--- config.mk ---
export PLATFORM = sky130hd
export DESIGN_NAME = quad_speed_counter
export DESIGN_NICKNAME = d
export VERILOG_FILES = /design/src/rtl/quad_pkg.sv /design/src/rtl/quad_input_filter.sv /design/src/rtl/quad_speed_counter.sv
export SDC_FILE = /design/constraint.sdc
export NUM_CORES = 1
export LEC_CHECK = 0
export ABC_AREA = 1
export CORE_MARGIN = 4
export CORE_UTILIZATION = 64
export CTS_CLUSTER_SIZE = 24
export DETAILED_ROUTE_END_ITERATION = 12
export HOLD_SLACK_MARGIN = 0.06
export PLACE_DENSITY_LB_ADDON = 0.25
export SYNTH_ARGS = -nofsm -noshare
export SYNTH_HDL_FRONTEND = slang
export SYNTH_SLANG_ARGS = --single-unit
export TNS_END_PERCENT = 5
--- constraint.sdc ---
create_clock -name theClock -period 5.9 [get_ports theClock]
set_clock_uncertainty 0.05 [all_clocks]
set_input_delay 0.59 -clock theClock [delete_from_list [all_inputs] [get_ports theClock]]
set_output_delay 0.59 -clock theClock [all_outputs]
set_load 0.05 [all_outputs]
--- src/rtl/quad_pkg.sv ---
// rtl/quad_pkg.sv - step encoding, speed limits and x4 decode helpers for quad_speed_counter
package quad_pkg;

  typedef enum logic [1:0] {
    STEP_NONE,
    STEP_FWD,
    STEP_REV,
    STEP_ILLEGAL
  } quad_step_t;

  localparam logic signed [15:0] SPEED_MAX = 16'sh7FFF;
  localparam logic signed [15:0] SPEED_MIN = 16'sh8000;

  // Cycles of decode suppression after reset: two sync stages plus the first decode compare.
  localparam int SYNC_PRIME_CYCLES = 3;

  // Classify one prev->cur transition of the Gray-coded {A,B} pair.
  function automatic quad_step_t quad_decode(input logic [1:0] prev, input logic [1:0] cur);
    quad_step_t step;
    case ({prev, cur})
      4'b00_01, 4'b01_11, 4'b11_10, 4'b10_00: step = STEP_FWD;
      4'b01_00, 4'b11_01, 4'b10_11, 4'b00_10: step = STEP_REV;
      4'b00_11, 4'b11_00, 4'b01_10, 4'b10_01: step = STEP_ILLEGAL;
      default:                                step = STEP_NONE;
    endcase
    return step;
  endfunction

  // Add a -1/0/+1 step to a 16-bit signed count, clamping instead of wrapping.
  function automatic logic signed [15:0] sat_add(input logic signed [15:0] a,
                                                 input logic signed [1:0]  d);
    logic [16:0] sum;
    sum = {a[15], a} + {{15{d[1]}}, d};
    if (sum[16] != sum[15]) begin
      return sum[16] ? SPEED_MIN : SPEED_MAX;
    end
    return sum[15:0];
  endfunction

endpackage

--- src/rtl/quad_input_filter.sv ---
// rtl/quad_input_filter.sv - per-channel 2-flop synchronizer with glitch filter (built when QUAD_FILTER_EN gives FILT_LEN > 0)
module quad_input_filter #(
  parameter int FILT_LEN = 0
) (
  input  logic theClock,
  input  logic theReset,
  input  logic pin,
  output logic level
);

  logic sync1;
  logic sync2;

  // Bring the asynchronous encoder pin into the theClock domain.
  always_ff @(posedge theClock or posedge theReset) begin
    if (theReset) begin
      sync1 <= 1'b0;
      sync2 <= 1'b0;
    end else begin
      sync1 <= pin;
      sync2 <= sync1;
    end
  end

  generate
    if (FILT_LEN > 0) begin : g_filt
      localparam int CNT_W = (FILT_LEN > 1) ? $clog2(FILT_LEN) : 1;

      logic [CNT_W-1:0] stable_cnt;
      logic             filt;

      // Adopt the synced value only once it has differed from the output for FILT_LEN cycles in a row.
      always_ff @(posedge theClock or posedge theReset) begin
        if (theReset) begin
          stable_cnt <= '0;
          filt       <= 1'b0;
        end else if (sync2 == filt) begin
          stable_cnt <= '0;
        end else if (stable_cnt == CNT_W'(FILT_LEN - 1)) begin
          stable_cnt <= '0;
          filt       <= sync2;
        end else begin
          stable_cnt <= stable_cnt + CNT_W'(1);
        end
      end

      assign level = filt;
    end else begin : g_bypass
      assign level = sync2;
    end
  endgenerate

endmodule

--- src/rtl/quad_speed_counter.sv ---
// rtl/quad_speed_counter.sv - x4 quadrature decoder with windowed signed speed word; QUAD_FILTER_EN adds input glitch filtering
module quad_speed_counter
  import quad_pkg::*;
#(
  parameter int WINDOW_CYCLES = 500000,
  parameter int FILT_LEN      = 4
) (
  input  logic        theClock,
  input  logic        theReset,
  input  logic        enc_a,
  input  logic        enc_b,
  input  logic        enable,
  output logic [15:0] speed,
  output logic        speed_valid,
  output logic [7:0]  illegal_cnt
);

`ifdef QUAD_FILTER_EN
  localparam int FILTER_ON = 1;
`else
  localparam int FILTER_ON = 0;
`endif

  // Filter depth actually built; zero makes the channel stage a plain synchronizer.
  localparam int FILT_STAGES  = FILT_LEN * FILTER_ON;
  localparam int PRIME_CYCLES = SYNC_PRIME_CYCLES + FILT_STAGES;
  localparam int PRIME_W      = $clog2(PRIME_CYCLES + 1);
  localparam int WIN_W        = $clog2(WINDOW_CYCLES);
  localparam logic [WIN_W-1:0] WIN_LAST = WIN_W'(WINDOW_CYCLES - 1);

  logic               a_lvl;
  logic               b_lvl;
  logic [1:0]         cur;
  logic [1:0]         prev;
  logic [PRIME_W-1:0] prime_cnt;
  logic               primed;
  quad_step_t         step_kind;
  logic signed [1:0]  step_val;
  logic signed [15:0] acc;
  logic signed [15:0] acc_next;
  logic [WIN_W-1:0]   win_cnt;

  quad_input_filter #(.FILT_LEN(FILT_STAGES)) u_filt_a (
    .theClock (theClock),
    .theReset (theReset),
    .pin      (enc_a),
    .level    (a_lvl)
  );

  quad_input_filter #(.FILT_LEN(FILT_STAGES)) u_filt_b (
    .theClock (theClock),
    .theReset (theReset),
    .pin      (enc_b),
    .level    (b_lvl)
  );

  assign cur    = {a_lvl, b_lvl};
  assign primed = (prime_cnt == PRIME_W'(PRIME_CYCLES));

  // Decode this cycle's step; forced to none until the input pipeline has filled after reset.
  always_comb begin
    step_kind = STEP_NONE;
    if (primed) begin
      step_kind = quad_decode(prev, cur);
    end
    case (step_kind)
      STEP_FWD: step_val = 2'sb01;
      STEP_REV: step_val = 2'sb11;
      default:  step_val = 2'sb00;
    endcase
    acc_next = sat_add(acc, step_val);
  end

  // Track the previous position, count out the priming cycles and tally illegal jumps regardless of enable.
  always_ff @(posedge theClock or posedge theReset) begin
    if (theReset) begin
      prev        <= 2'b00;
      prime_cnt   <= '0;
      illegal_cnt <= 8'd0;
    end else begin
      prev <= cur;
      if (!primed) begin
        prime_cnt <= prime_cnt + PRIME_W'(1);
      end
      if (step_kind == STEP_ILLEGAL && illegal_cnt != 8'hFF) begin
        illegal_cnt <= illegal_cnt + 8'd1;
      end
    end
  end

  // Accumulate steps over each window and publish the total (including the terminal-cycle step) at its end.
  always_ff @(posedge theClock or posedge theReset) begin
    if (theReset) begin
      win_cnt     <= '0;
      acc         <= '0;
      speed       <= '0;
      speed_valid <= 1'b0;
    end else if (!enable) begin
      win_cnt     <= '0;
      acc         <= '0;
      speed_valid <= 1'b0;
    end else if (win_cnt == WIN_LAST) begin
      win_cnt     <= '0;
      acc         <= '0;
      speed       <= acc_next;
      speed_valid <= 1'b1;
    end else begin
      win_cnt     <= win_cnt + WIN_W'(1);
      acc         <= acc_next;
      speed_valid <= 1'b0;
    end
  end

endmodule
==> flow_metrics.py <==
metrics = {
    "status": {
        "outcome": "complete, no violations",
    },
    "cts": {
        "cts_inserted_buffers": 9,
        "cts_max_level": 3,
        "clk_path_buf_depth": 2,
        "clk_latency_ns": 0.35,
        "postCtsSetupBuffers": 0,
        "cts_resized": 0,
        "cts_tree": "done",
        "numClockSinks": 68,
        "cts-root-buf": "clkbuf_8",
        "path_clk_slew_ns": 0.07,
        "hold_buffers": 0,
    },
    "drt": {
        "vias_per_cell": 5.386,
        "drc": 0,
        "first_pass_iters": 5,
        "wire_per_inst_um": 13.09,
        "route.vias.total": 3560,
        "routed_wl_mm": 8.651,
        "dr.first_iter.drc_count": 239,
        "ant_nets": 0,
    },
    "setup_path": {
        "worst_ep_arrival_time_ns": 4.02,
        "cp_common_cell": "nand2_1",
        "cp-start-kind": "flop",
        "path_class": "flop to flop",
        "path_max_fanout": 22,
        "path_cells": "ha_1 -> o21ai_0 -> nor2_1 -> ha_1 -> nand2_1 -> nand2_1 -> inv_1 -> ha_1 -> inv_1 -> nand2_1 -> nand3_1 -> nand2_1 -> nand2_1 -> nand2_2 -> nand2_2 -> nand2_2 -> nand2_1 -> nand2_1 -> nand2_2 -> nand2_1 -> nand2_1 -> nand2_1 -> nand2_1",
        "critPathSlowestCell": "ha_1",
        "cp_slowest_stage_delay_ns": 0.70,
        "crit_path_end_kind": "flop",
        "cp.required_ns": 6.13,
    },
    "yosys": {
        "yosysSeqAreaShare_pct": 41.94,
        "netlist_top_cells_area": "dfrtp_1 42%, nand2_1 15%, inv_1 7.2%, nor2_1 5.0%, a21oi_1 3.8%",
        "synth_warnings": 0,
        "synth_compound_area_share_pct": 7.709,
        "synth_top_family_by_area": "simple AND/OR/NAND/NOR gates",
        "synth_top_area_cell": "dfrtp_1",
        "muxShareOfSynthArea_pct": 0.2775,
        "synthCells": 552,
        "syn_area_mm2": 0.004058,
        "synth_edf_count": 0,
        "avgSynthCellArea_um2": 7.351,
        "syn_nets": 567,
        "synth_adder_area_share_pct": 3.084,
        "ys_ff_latch": 68,
        "async_flop_share_pct": 100.0,
        "synth.distinct_cells": 34,
        "ys.flop_type": "dfrtp_1",
        "synth-xor-area-share_pct": 4.317,
        "synth_simple_gate_area_share_pct": 33.21,
        "yosysTopAreaCellShare_pct": 41.94,
    },
    "cells_and_area": {
        "finalNetCount": 596,
        "syn2layout_area_growth_pct": 13.57,
        "multi_input_area_mm2": 0.001972,
        "fill_cells": 419,
        "layout_common_cells": "166 x nand2_1, 77 x inv_1, 68 x dfrtp_1",
        "diodes": 0,
        "seqCellArea_mm2": 0.001702,
        "layout_commonest_cell": "nand2_1",
        "finalCoreUtilization_pct": 76.47,
        "layout-drive-gt1-share_pct": 9.215,
        "fin_area_mm2": 0.004608,
    },
    "placed_design": {
        "place_area_mm2": 0.004368,
        "io_buffers": 29,
        "gp_congestion": 0.9389,
        "dpl.hpwl_mm": 6.368,
    },
    "sta": {
        "tns_ns": 0,
        "fmax_ghz": 0.2639,
        "setup_violations": 0,
        "relSlewSlack_pct": 43.87,
        "slew_viol_final": 0,
        "layout_min_cycle_time_ns": 3.790,
        "tightest_slew_ns": 0.8399,
        "min_period_over_period_pct": 64.23,
        "rsz0062_at_grt": "no",
        "hold_viol": 0,
    },
    "floorplan": {
        "num_rows": 28,
        "initial_core_util_pct": 67.34,
        "io_pins": 30,
        "fp.dieW_um": 87.63,
        "dieArea_mm2": 0.007678,
        "fp.coreArea_mm2": 0.006026,
        "die_y_um": 87.63,
    },
    "global_route": {
        "use_met3_pct": 3.857,
        "overflow": 0,
        "met2_usage_pct": 43.56,
        "grt_pass1_wl_mm": 15.49,
        "met1_usage_pct": 33.41,
        "grt_usage_pct": 25.52,
        "antenna_found_initial": 0,
        "grt_max_degree": 69,
        "grt_pass1_vias": 3505,
        "busiest_layer": "met2",
    },
    "run": {
        "cap_violations": 0,
    },
    "pwr": {
        "powerDensity_mw_per_mm2": 400.6,
        "total_power_mw": 1.846,
        "p_leak_nw": 2.420,
        "ir_drop_uv": 371.5,
    },
    "min_path": {
        "worst_hold_path_type": "flop to flop",
    },
}
-- cells by family (layout without fill, tap and decap cells) --
group	Yosys count	in the layout
AND/OR/NAND/NOR	306	306
buffers and inverters	92	126
flip-flops	68	68
AO/OA/AOI/OAI	55	55
XOR/XNOR	20	20
adder cells (fa/ha/maj)	10	10
multiplexers	1	1
-- metrics by stage --
stage | cells | setup WS (ns) | hold WS, ns
after CTS | 661 | 2.141 | 0.3053
after detailed placement | 645 | 2.169 | 0.2940
final | 661 | 2.110 | 0.2994
after floorplan | 552 | 3.125 | 0.2812
after global routing | 661 | 1.698 | 0.3244
after global placement | 645 | 2.394 | 0.2859
-- report_power, final --
part           leakage [nW]  total, mW  internal, mW  switching, mW
clock network         0.120      0.457         0.281          0.176
registers             0.898      0.603         0.540         0.0626
logic                  1.40      0.786         0.257          0.529
total                  2.42       1.85          1.08          0.768
-- metal layers --
layer,part of all wire (%),vias up,wire [µm]
li1,-,1775,-
met1,44,1677,3785
met2,50,93,4357
met3,4.3,15,368
met4,1.6,0,139
met5,0,-,0
-- critical path, delay by kind of cell, from the launching register on --
| kind | cells | cell delay [ns] |
|---|---|---|
| AO/OA/AOI/OAI | 1 | 0.11 |
| adder cells (fa/ha/maj) | 3 | 1.14 |
| buffers and inverters | 2 | 0.10 |
| flip-flops | 1 | 0.38 |
| AND/OR/NAND/NOR | 17 | 1.95 |
-- path summary, 6_finish.rpt --
| check | end | start | slack [ns] | cells past startpoint |
|---|---|---|---|---|
| max reg2reg | speed[3]$_DFFE_PP0P_ | prime_cnt[0]$_DFFE_PP0P_ | 2.11 | 23 |
| min in group asynchronous | speed[4]$_DFFE_PP0P_ | theReset | 0.75 | 3 |
| min reg2reg | u_filt_a.level$_DFF_PP0_ | u_filt_a.sync1$_DFF_PP0_ | 0.30 | 0 |
| max | speed[3]$_DFFE_PP0P_ | prime_cnt[0]$_DFFE_PP0P_ | 2.11 | 23 |
| min | u_filt_a.level$_DFF_PP0_ | u_filt_a.sync1$_DFF_PP0_ | 0.30 | 0 |
| max in group asynchronous | win_cnt[1]$_DFF_PP0_ | theReset | 4.53 | 3 |
-- synthesized netlist by cell type (2+ instances only) --
| cell type | n |
|---|---|
| nor3b_1 | 3 |
| dfrtp_1 | 68 |
| ha_1 | 10 |
| a21oi_1 | 31 |
| nor2_1 | 54 |
| nand3_1 | 31 |
| nand2_2 | 24 |
| xnor2_1 | 5 |
| buf_4 | 3 |
| nor2_4 | 5 |
| clkbuf_1 | 4 |
| xor2_1 | 15 |
| nor4_1 | 3 |
| a21oi_2 | 2 |
| nand2_1 | 166 |
| o21ai_0 | 10 |
| inv_1 | 78 |
| a211oi_1 | 2 |
| o211ai_1 | 2 |
| o21bai_1 | 4 |
| nor3_1 | 8 |
| nand4_1 | 10 |
| buf_6 | 3 |
-- final cells by class --
type | instances | area share (%)
clock buffers | 10 | 2.769
repair buffers | 30 | 6.462
well taps | 75 | 2.036
multi-input cells | 392 | 42.79
inverters | 80 | 6.571
clock inverters | 6 | 2.444
flip-flops and latches | 68 | 36.93
-- flip-flops by register name, indices dropped and copies added (netlist names) --
signal	flops
win_cnt	19
acc	16
speed	16
illegal_cnt	8
prev	2
prime_cnt	2
speed_valid	1
u_filt_a.level	1
u_filt_a.sync1	1
u_filt_b.level	1
u_filt_b.sync1	1
(Power assumes the default switching activity.)
